`config.mk`:
```
export PLATFORM = sky130hd
export DESIGN_NAME = addsub_pipe
export DESIGN_NICKNAME = d
export VERILOG_FILES = /design/src/rtl/addsub_pipe.sv
export SDC_FILE = /design/constraint.sdc
export NUM_CORES = 1
export LEC_CHECK = 0
export CAP_MARGIN = 20
export CORE_ASPECT_RATIO = 0.8
export CORE_MARGIN = 4
export CORE_UTILIZATION = 60
export CTS_BUF_LIST = sky130_fd_sc_hd__clkbuf_4 sky130_fd_sc_hd__clkbuf_8
export CTS_CLUSTER_SIZE = 25
export DETAILED_ROUTE_END_ITERATION = 10
export GPL_ROUTABILITY_DRIVEN = 0
export PLACE_DENSITY = 0.9
export SETUP_SLACK_MARGIN = 0.2
export SLEW_MARGIN = 20
export SYNTH_ARGS = -nofsm -noshare
export SYNTH_HDL_FRONTEND = slang
export SYNTH_SLANG_ARGS = --single-unit
```
`constraint.sdc`:
```
create_clock -name clk -period 3.2 [get_ports clk]
set_clock_uncertainty 0.2 [all_clocks]
set_input_delay 0.32 -clock clk [delete_from_list [all_inputs] [get_ports clk]]
set_output_delay 0.32 -clock clk [all_outputs]
set_load 0.05 [all_outputs]
```
`src/rtl/addsub_pipe.sv`:
```
// Multi-lane pipelined ADD/SUB/AND/OR unit with valid/ready flow control,
// optional saturation and a saturating overflow-beat counter.
module addsub_pipe #(
  parameter int WIDTH       = 8,
  parameter int LANES       = 2,
  parameter int PIPE_STAGES = 2,
  parameter bit SATURATE    = 1'b0
) (
  input  logic                         clk,
  input  logic                         rst_n,
  input  logic                         in_valid,
  output logic                         in_ready,
  input  logic [1:0]                   op,
  input  logic [LANES*WIDTH-1:0]       a,
  input  logic [LANES*WIDTH-1:0]       b,
  output logic                         out_valid,
  input  logic                         out_ready,
  output logic [LANES*(WIDTH+1)-1:0]   result,
  output logic [LANES-1:0]             ovf,
  output logic [15:0]                  ovf_count
);

  localparam int RW = LANES * (WIDTH + 1);

  typedef enum logic [1:0] {
    OP_ADD = 2'b00,
    OP_SUB = 2'b01,
    OP_AND = 2'b10,
    OP_OR  = 2'b11
  } op_e;

  logic [RW-1:0]          w_res;
  logic [LANES-1:0]       w_ovf;
  logic [WIDTH-1:0]       w_a;
  logic [WIDTH-1:0]       w_b;
  logic [WIDTH:0]         w_sum;
  logic [WIDTH:0]         w_dif;
  logic                   w_room;
  logic [PIPE_STAGES-1:0] w_load;

  logic [PIPE_STAGES-1:0] r_valid;
  logic [RW-1:0]          r_res [PIPE_STAGES];
  logic [LANES-1:0]       r_ovf [PIPE_STAGES];
  logic [15:0]            r_ovf_count;

  always_comb begin : compute
    // NOTE: every signal driven here gets a default first, so no path can leave it unassigned and infer a latch.
    w_res = '0;
    w_ovf = '0;
    w_a   = '0;
    w_b   = '0;
    w_sum = '0;
    w_dif = '0;
    for (int i = 0; i < LANES; i++) begin
      w_a   = a[i*WIDTH +: WIDTH];
      w_b   = b[i*WIDTH +: WIDTH];
      w_sum = {1'b0, w_a} + {1'b0, w_b};
      w_dif = {1'b0, w_a} - {1'b0, w_b};
      case (op)
        OP_ADD: begin
          w_ovf[i] = w_sum[WIDTH];
          if (SATURATE && w_sum[WIDTH]) w_res[i*(WIDTH+1) +: WIDTH+1] = {1'b0, {WIDTH{1'b1}}};
          else                          w_res[i*(WIDTH+1) +: WIDTH+1] = w_sum;
        end
        OP_SUB: begin
          // The top bit of the widened difference is exactly the borrow (a < b).
          w_ovf[i] = w_dif[WIDTH];
          if (SATURATE && w_dif[WIDTH]) w_res[i*(WIDTH+1) +: WIDTH+1] = '0;
          else                          w_res[i*(WIDTH+1) +: WIDTH+1] = w_dif;
        end
        OP_AND:  w_res[i*(WIDTH+1) +: WIDTH+1] = {1'b0, w_a & w_b};
        default: w_res[i*(WIDTH+1) +: WIDTH+1] = {1'b0, w_a | w_b};
      endcase
    end
  end

  // A stage may load when it, or any stage after it, has a free slot, or the consumer drains the last stage.
  always_comb begin : load_enable
    // NOTE: blocking '=' is right in combinational code: w_room must carry its updated value to the next iteration.
    w_room = out_ready;
    w_load = '0;
    for (int k = PIPE_STAGES - 1; k >= 0; k--) begin
      w_room    = w_room | ~r_valid[k];
      w_load[k] = w_room;
    end
  end

  always_ff @(posedge clk or negedge rst_n) begin
    if (!rst_n) begin
      r_valid <= '0;
      // NOTE: data registers are reset as well, because result and ovf must read 0 while reset is held.
      for (int k = 0; k < PIPE_STAGES; k++) begin
        r_res[k] <= '0;
        r_ovf[k] <= '0;
      end
    end else begin
      if (w_load[0]) begin
        r_valid[0] <= in_valid;
        r_res[0]   <= w_res;
        r_ovf[0]   <= w_ovf;
      end
      for (int k = 1; k < PIPE_STAGES; k++) begin
        if (w_load[k]) begin
          r_valid[k] <= r_valid[k-1];
          r_res[k]   <= r_res[k-1];
          r_ovf[k]   <= r_ovf[k-1];
        end
      end
    end
  end

  always_ff @(posedge clk or negedge rst_n) begin
    if (!rst_n) begin
      r_ovf_count <= '0;
    end else if (r_valid[PIPE_STAGES-1] && out_ready && (|r_ovf[PIPE_STAGES-1])
                 && (r_ovf_count != 16'hFFFF)) begin
      r_ovf_count <= r_ovf_count + 16'd1;
    end
  end

  assign in_ready  = w_load[0];
  assign out_valid = r_valid[PIPE_STAGES-1];
  assign result    = r_res[PIPE_STAGES-1];
  assign ovf       = r_ovf[PIPE_STAGES-1];
  assign ovf_count = r_ovf_count;

endmodule

```
==> results.md, run 1 <==
Outcome:
- The run finished with clean final reports.

Global route:
- The via count of the first global-routing pass is about 3500.
- In the global route stage, met1 resource usage came out at 0.311.
- The remaining global-route overflow is 0.
- In the global route stage, overall resource usage came out at 0.227.
- The first global-routing pass estimated 16600 um of wire.
- For this run, global-route usage on met2 was measured as 0.373.
- The busiest layer in global routing is met2.
- For this run, global-route usage on met3 was measured as 0.0418.
- The pin count of the biggest net entering global routing is 33.
- The initial antenna violation count is 0.

Logic synthesis:
- Summed over all instances, the cell type with the most area after synthesis is dfrtp_1.
- The top flip-flop cell by instance count after synthesis is dfrtp_1.
- Synthesis handed over a netlist of 473 instances.
- For this run, the number of Yosys warnings is 0.
- In the synthesized netlist the async set-or-reset flop fraction comes to 1.00.
- By area the synthesized netlist is led by dfrtp_1, ha_1, mux2_2, inv_1, nor2_1.
- The number of enable flip-flop cells after synthesis is 0.
- The share of the Yosys chip area taken by registers is 0.328.
- When the netlist entered floorplanning its net count stood at ~570.
- A synthesized cell averages 9.37 um^2.
- The synthesized design contains 58 register bits.
- In this run, distinct cell masters in the synthesized netlist total 57.
- The total standard cell area after synthesis is 0.00443 mm^2.
- The area share of the leading cell type in the synthesized netlist is 0.328.

Timing:
- The final period utilization is 0.850.
- The final number of hold-violating endpoints is 0.
- The final max-slew violation count is 0.
- For the pin with the worst max-slew slack, the measured transition is between 0.7 and 0.8 ns.
- The final critical delay including setup and external delays is around 2.7 ns.
- Hold timing on the final database bottoms out at a slack of 0.282 ns.
- After routing, the total negative slack on setup checks comes to 0 ns.
- For this run, the top clock speed supported by timing is 368 MHz.
- Across all setup checks in the final design, the least slack found is 0.480 ns.
- Headroom to the max-slew limit came out at 0.504.
- The final count of negative-setup-slack endpoints is 0.
- Setup repair after global routing left no endpoint under its margin.

Critical path:
- The worst setup path is launched from a primary input.
- The critical path is of the in2reg type.
- The endpoint identified for the worst register-to-register timing path is r_res[22]$_DFFE_PN0P_.
- The cell type of the slowest stage on the worst timing path is clkdlybuf4s50_1.
- The number of buffers and inverters on the critical path is 1.
- For the worst flop-to-flop path, the logic depth is 6.
- At the worst endpoint, the required time is 3.21 ns.
- The reg-to-reg setup timing slack is 1.15 ns.
- The startpoint identified for the worst register-to-register timing path is r_valid[1]$_DFFE_PN0P_.
- The arrival time at the worst endpoint is 2.73 ns.
- Among cell families on the critical path, the largest total delay comes from compound AO/OA/AOI/OAI gates.
- The worst setup path is captured at a register.
- On the worst path, the slowest cell contributes a delay of 0.45 ns.
- The highest fanout seen on the critical path is 4.
- The signal on the critical path passes through clkdlybuf4s50_1 > ha_1 > fa_1 > a211oi_2 > a211oi_4 > o311ai_0 > a21oi_1 > a211o_1 > o21a_1.

Hold path:
- The startpoint identified for the worst hold timing path is r_valid[0]$_DFFE_PN0P_.
- The end point of the worst hold path is r_valid[1]$_DFFE_PN0P_.
- The worst hold path depth is 1.
- The class of the worst hold path is reg2reg.

Power and ir drop:
- The analysis attributes to cell leakage a power of 2.40 nW.
- The part of the power in the clock network is 0.248.
- The sequential fraction of design power is 0.348.
- The total power of the final layout is around 0.0028 W.
- The total net switching power is 0.00107 W.
- The cell internal power dissipation is 0.00175 W.
- Of the total power, the share spent switching nets is 0.380.
- The worst-case vdd ir drop is 0.273 mV.
- The share of total power dissipated in combinational logic is 0.404.
- Dividing total power by cell area gives a power density of ~530 mW/mm^2.

Finish:
- Of the cells placed in the final design, the portion with a size suffix greater than 1 is 0.129.
- The number of antenna diodes in the final layout is 0.
- Summing all non-filler instances in the final layout gives an area of 0.00533 mm^2.
- The area occupied by multi-input gates is 0.00256 mm^2.
- Compared with the post-synthesis result, the final layout area differs by 20.2%.
- Fill cells in the final layout number between 400 and 500.
- At the end of the flow, the number of nets in the layout was 621.
- Across the whole layout, storage elements account for 0.00145 mm^2.

Place:
- After detailed placement, the total cell area comes to 0.00511 mm^2.
- The half-perimeter wire length of the detailed placement result is 7680 um.
- In this run the tool buffered the top-level ports with 75 buffer cells.
- At the placement stage, the worst setup path has a slack of 0.161 ns.

Clock tree:
- In this run the clock root is driven by a clkbuf_8.
- After clock tree synthesis, the flow added hold-fix buffers numbering 1.
- The number of buffers created by CTS is 9.
- Buffers added to address setup during post-CTS repair amount to 0.
- The clock-pin slew on the worst setup and hold paths is around 0.060 ns.
- TritonCTS built the clock tree.
- The maximum count of clock buffers along a single path is 2.
- In this run the number of H-tree levels came out at 3.
- The count of instances resized after the clock tree is built is 0.
- Counting every sink on the clock net gives 58.
- The clock reaches the later pin of the worst-skew pair after ~0.33 ns.

Detailed routing:
- After detailed routing, the number of vias per cell comes to a little under 6.
- The detailed router finished its first iteration with about 210 violations.
- The post-route antenna net violation count is 0.
- In the final routed layout, each cell accounts on average for ~16 um.
- The number of design rule violations left after detail routing is 0.
- The first detailed-routing pass ran for 5 iterations.
- The total routed wirelength is a little under 10000 um.
- The via count is 3599.

Floorplanning:
- The die is 104 um wide.
- The number of I/O pins is 76.
- The number of rows in the core area is 27.
- The standard cell core area is roughly 0.007 mm^2.
- For this configuration, the core starts out at a cell density of 0.631.
- The height of the die is 84.9 um.
- The floorplan step defined a die boundary enclosing between 0.008 and 0.009 mm^2.

Job:
- The number of maximum-capacitance constraint violations is 0.
how the worst max path moves through the flow:
stage | from | end | cells past startpoint
after global placement | b[0] | r_res[26]$_DFFE_PN0P_ | 9
final | b[0] | r_res[26]$_DFFE_PN0P_ | 9
after CTS | b[0] | r_res[26]$_DFFE_PN0P_ | 9
after global routing | b[0] | r_res[26]$_DFFE_PN0P_ | 9
after floorplan | a[0] | r_res[26]$_DFFE_PN0P_ | 8
after detailed placement | b[0] | r_res[26]$_DFFE_PN0P_ | 9
per-layer routing:
| metal | wire (um) | up-vias |
|---|---|---|
| met4 | 151 | 0 |
| met3 | 647 | 21 |
| li1 | - | 1705 |
| met2 | 4590 | 149 |
| met5 | 0 | - |
| met1 | 4370 | 1724 |
cell usage in the layout, fill, tap and decap left out, types with 8 or more instances in the layout:
cell type	Yosys	final
nor2_1	44	44
nand2_1	28	28
xnor2_1	18	18
inv_1	46	46
ha_1	50	50
a21oi_1	31	31
o21ai_0	26	26
mux2_2	21	21
clkbuf_8	0	11
clkdlybuf4s50_1	0	73
buf_4	20	8
nand3_1	8	8
dfrtp_1	58	58
cell usage after synthesis (2+ instances only):
master / number
a211o_1: 2
a211oi_1: 7
a21oi_1: 31
a21oi_2: 2
a31oi_1: 2
buf_1: 2
buf_2: 4
buf_4: 20
clkbuf_1: 11
dfrtp_1: 58
fa_1: 4
ha_1: 50
inv_1: 46
inv_2: 3
mux2_2: 21
mux2i_1: 6
mux4_2: 5
nand2_1: 28
nand2b_1: 7
nand3_1: 8
nand4_1: 4
nor2_1: 44
nor2_2: 2
nor2b_1: 3
nor4b_1: 2
o211ai_1: 3
o21a_1: 4
o21ai_0: 26
o21ai_1: 5
o21bai_1: 5
o22ai_1: 2
o311ai_0: 3
o31ai_1: 4
or2_1: 2
or2_2: 2
xnor2_1: 18
xor2_1: 7
per-stage QoR:
| step | utilization | std cells |
|---|---|---|
| after floorplan | - | 473 |
| after global placement | 0.727 | 604 |
| after detailed placement | 0.727 | 604 |
| after CTS | 0.758 | 621 |
| after global routing | 0.758 | 621 |
| final | 0.758 | 621 |
registers in the layout (all words and copies together), names as in the netlist:
name,cells
ovf,2
ovf_count,16
r_ovf,2
r_res,18
r_valid,2
result,18
final cells by class:
class | instances | share of cell area
Clock buffer | 14 | 0.0327
Clock inverter | 2 | 0.00658
Inverter | 50 | 0.0352
Multi-Input combinational cell | 327 | 0.481
Sequential cell | 58 | 0.272
Tap cell | 87 | 0.0204
Timing Repair Buffer | 83 | 0.151
power by group through the flow:
stage / Clock, W / Sequential, W / Combinational [W]
finish: 0.000700 / 0.000985 / 0.00114
global route: 0.000743 / 0.00100 / 0.00121
CTS: 0.000707 / 0.000985 / 0.00114
detailed placement: 0 / 0.000997 / 0.00114
global placement: 0 / 0.000984 / 0.00110
floorplan: 0 / 0.00108 / 0.000740
kinds of logic (layout without fill, tap and decap cells):
kind of cell,count (synthesis),after routing,synth area share
AOI/OAI and AO/OA,104,104,0.149
muxes,34,34,0.0983
DFF,58,58,0.328
xor gates and xnor gates,25,25,0.0494
buffers and inverters,88,149,0.0943
and+or+nand+nor,110,110,0.122
adders and majority gates,54,54,0.159
No activity file was read; power rests on OpenSTA's default activity.
==> inputs of run 2 (changes only) <==
--- a/config.mk
+++ b/config.mk
@@ -8,12 +8,12 @@
 export CAP_MARGIN = 20
 export CORE_ASPECT_RATIO = 0.8
 export CORE_MARGIN = 4
-export CORE_UTILIZATION = 60
+export CORE_UTILIZATION = 56
 export CTS_BUF_LIST = sky130_fd_sc_hd__clkbuf_4 sky130_fd_sc_hd__clkbuf_8
 export CTS_CLUSTER_SIZE = 25
 export DETAILED_ROUTE_END_ITERATION = 10
 export GPL_ROUTABILITY_DRIVEN = 0
-export PLACE_DENSITY = 0.9
+export PLACE_DENSITY = 0.85
 export SETUP_SLACK_MARGIN = 0.2
 export SLEW_MARGIN = 20
 export SYNTH_ARGS = -nofsm -noshare
==> constraint.sdc (replaced) <==
create_clock -name clk -period 2.7 [get_ports clk]
set_clock_uncertainty 0.2 [all_clocks]
set_input_delay 0.27 -clock clk [delete_from_list [all_inputs] [get_ports clk]]
set_output_delay 0.27 -clock clk [all_outputs]
set_load 0.05 [all_outputs]
==> run 2 against run 1 <==
  * Die area rose by 6.5%
  * First-iteration DRC count rose by 26%
  * Via count rose by 1.1%
  * Power rose by 15%
  * Cell count rose by 6.0%
  * Sequential power rose by 19%
  * Clock power barely moved
  * Count of clock-buffer cells in the layout fell by 1
  * Worst hold slack got worse by 0.025 ns
  * Routed wire length rose by 5.7%
  * Core utilization fell by 2.9 points
  * Flip-flop and latch count did not move
  * Critical endpoint is now r_res[21]$_DFFE_PN0P_
  * Highest routed layer unchanged
==> results.md, run 2 (synthesis results as in run 1) <==
Detailed routing:
- The number of design rule violations left after detail routing is 0.
- For this block, the initial DRC count from the detailed router was 268.
- The detail route stage leaves a number of antenna-violating nets equal to 0.
- The via count is 3637.
- In the final routed layout, each cell accounts on average for 15.7 um.
- The total routed wirelength is 10300 um.
- For this run, the detailed router's first-pass iteration total came to 5.
- The detail-routed via count per cell is 5.53.

Finish:
- Relative to the synthesized area, the layout overhead comes to 23.9%.
- The number of filler instances in the final layout is 540.
- The number of diodes added for antenna fixing is 0.
- After routing the design area is 0.00549 mm^2.
- The leading cell type in the layout, fill and taps excluded is clkdlybuf4s50_1.
- The number of nets in the final layout is 640.
- The top cell types in the final layout, fill and taps aside, are clkdlybuf4s50_1, dfrtp_1, ha_1.
- In the final layout, the share of cells above drive strength 1 is 0.174.

Critical path:
- The worst setup path is launched from a primary input.
- In this run the worst path has a maximum fanout of 3.
- The worst register-to-register path ends at ovf_count[15]$_DFFE_PN0P_.
- STA classifies the critical path endpoint as a register.
- The worst register-to-register path has a depth of 6.
- The startpoint identified for the worst register-to-register timing path is ovf[1]$_DFFE_PN0P_.
- At the worst endpoint, the arrival time is around 2.5 ns.
- Setup slack on the worst reg-to-reg path comes out at approximately 0.66 ns.
- The endpoint of the most critical setup path is r_res[21]$_DFFE_PN0P_.
- At the worst endpoint, the required time is 2.76 ns.
- The launching element of the worst setup path is b[1].
- The worst setup path is of the in2reg kind.

Floorplanning:
- The initial utilization of the core area, before any placement, comes to 0.588.
- The core region is 0.00753 mm^2.
- The number of I/O pins is 76.
- From bottom edge to top edge, the die measures 87.6 um.
- The floorplan has 28 rows.
- In this run the horizontal extent of the chip is 107 um.
- The die covers 0.00941 mm^2.

Global route:
- The initial antenna violation count was 0.
- In the global route stage, met2 resource usage came out at 0.375.
- The global routing met1 resource utilization is 0.309.
- For this run, global-route usage on met3 was measured as 0.0413.
- The pin count of the biggest net entering global routing is 59.
- Global routing finished with a remaining overflow of 0.
- The busiest layer in global routing is met2.
- The total global routing track utilization is 0.228.
- The via count of the first global-routing pass is 3564.
- The first global-routing pass estimated 16900 um of wire.

Timing:
- The transition at the pin with the smallest max-transition slack is 0.694 ns.
- The final max-slew violation count is 0.
- The worst setup margin is 0.262 ns.
- The final count of negative-setup-slack endpoints is 0.
- Based on the critical path, the design can be clocked at up to around 410 MHz.
- The summed negative setup slack over all endpoints is 0 ns.
- In this run the tightest slew margin relative to its limit is 0.537.
- The final period utilization is 0.903.
- The smallest clock period supported by the final layout is computed as 2.44 ns.
- Setup repair after global routing could not meet its margin everywhere.
- The final number of hold-violating endpoints is 0.
- The worst hold slack across all endpoints is roughly 0.26 ns.

Clock tree:
- The maximum count of clock buffers along a single path is 2.
- CTS placed an instance of clkbuf_8 at the clock tree root.
- The sink count of the clock tree is 58.
- The clock-pin slew on the worst setup and hold paths is roughly 0.060 ns.
- The TritonCTS clock tree is yes.
- In this run the number of H-tree levels came out at 3.
- The number of clock buffers added by TritonCTS is 9.
- The clock reaches the later pin of the worst-skew pair after approximately 0.33 ns.

Job:
- The number of maximum-capacitance constraint violations is 0.

Outcome:
- The flow ran to the end, and the final reports show no timing, DRC or antenna violations.

Place:
- The area of placed instances is around 0.0053 mm^2.
- The half-perimeter wire length of the detailed placement result is 8130 um.
- The setup slack at placement is -0.242 ns.
- In this run the tool buffered the top-level ports with 75 buffer cells.

Hold path:
- The class of the worst hold path is reg2reg.

Power and ir drop:
- Overall power consumption after layout is estimated at approximately 0.0033 W.
- The leakage component of the power is 2.49 nW.
- The worst-case IR drop observed on VDD is 0.463 mV.
- Power spread over the standard cell area amounts to 595 mW/mm^2.
run 2: cell count changes in the layout (fill, tap and decap cells not counted), moves of 2 or more:
| cell | delta |
|---|---|
| clkinv_2 | +2 |
| a21oi_1 | -2 |
| fa_2 | +3 |
| a21oi_2 | +2 |
| fa_1 | -3 |
| buf_4 | +19 |
run 2: repair_timing:
action                                  CTS  global route
endpoints found under the setup margin    4             7
pin swaps                                 2             7
setup buffers                             0             0
gates resized for setup                   2             9
hold buffers                              1             0
endpoints found under the hold margin    58             0
run 2: worst min path at each step:
stage                     slack (ns)                       end              startpoint  depth (start not counted)
after floorplan                -0.23        ovf[0]$_DFFE_PN0P_                   rst_n                          0
after global placement          0.24    r_valid[1]$_DFFE_PN0P_  r_valid[0]$_DFFE_PN0P_                          1
after detailed placement        0.25  ovf_count[7]$_DFFE_PN0P_                   rst_n                          2
after CTS                       0.26    r_valid[1]$_DFFE_PN0P_  r_valid[0]$_DFFE_PN0P_                          1
after global routing            0.27    r_valid[1]$_DFFE_PN0P_  r_valid[0]$_DFFE_PN0P_                          1
final                           0.26    r_valid[1]$_DFFE_PN0P_  r_valid[0]$_DFFE_PN0P_                          1
run 2: power breakdown:
part	switching (W)	internal [W]	total, W
Sequential	0.000129	0.00104	0.00117
Clock	0.000316	0.000384	0.000700
Combinational	0.000836	0.000561	0.00140
Total	0.00128	0.00198	0.00326
run 2: layout make-up:
type	count	area (um^2)	share of cell area
Clock buffer	13	160	0.0292
Tap cell	105	131	0.0239
Timing Repair Buffer	102	951	0.173
Multi-Input combinational cell	327	2590	0.472
Sequential cell	58	1450	0.264
Inverter	50	188	0.0342
Clock inverter	3	15.0	0.00274
run 2: per-stage QoR:
| stage | std cells | util |
|---|---|---|
| 3_3_place_gp | 641 | 0.700 |
| 3_5_place_dp | 641 | 0.700 |
| 6_report | 658 | 0.729 |
| 4_1_cts | 658 | 0.725 |
| 2_1_floorplan | 473 | - |
| 5_1_grt | 658 | 0.729 |
run 2: critical path: stages:
cell,delay [ns]
clkdlybuf4s50_1,0.55
buf_4,0.17
inv_1,0.06
ha_1,0.31
o21bai_1,0.22
a21oi_2,0.12
xnor2_1,0.14
mux4_2,0.50
o21ai_1,0.14
run 2: routing by layer:
metal,wire length [um],vias up,share of wire
li1,-,1740,-
met1,4590,1712,0.44
met2,4860,171,0.47
met3,737,14,0.071
met4,129,0,0.013
met5,0,-,0
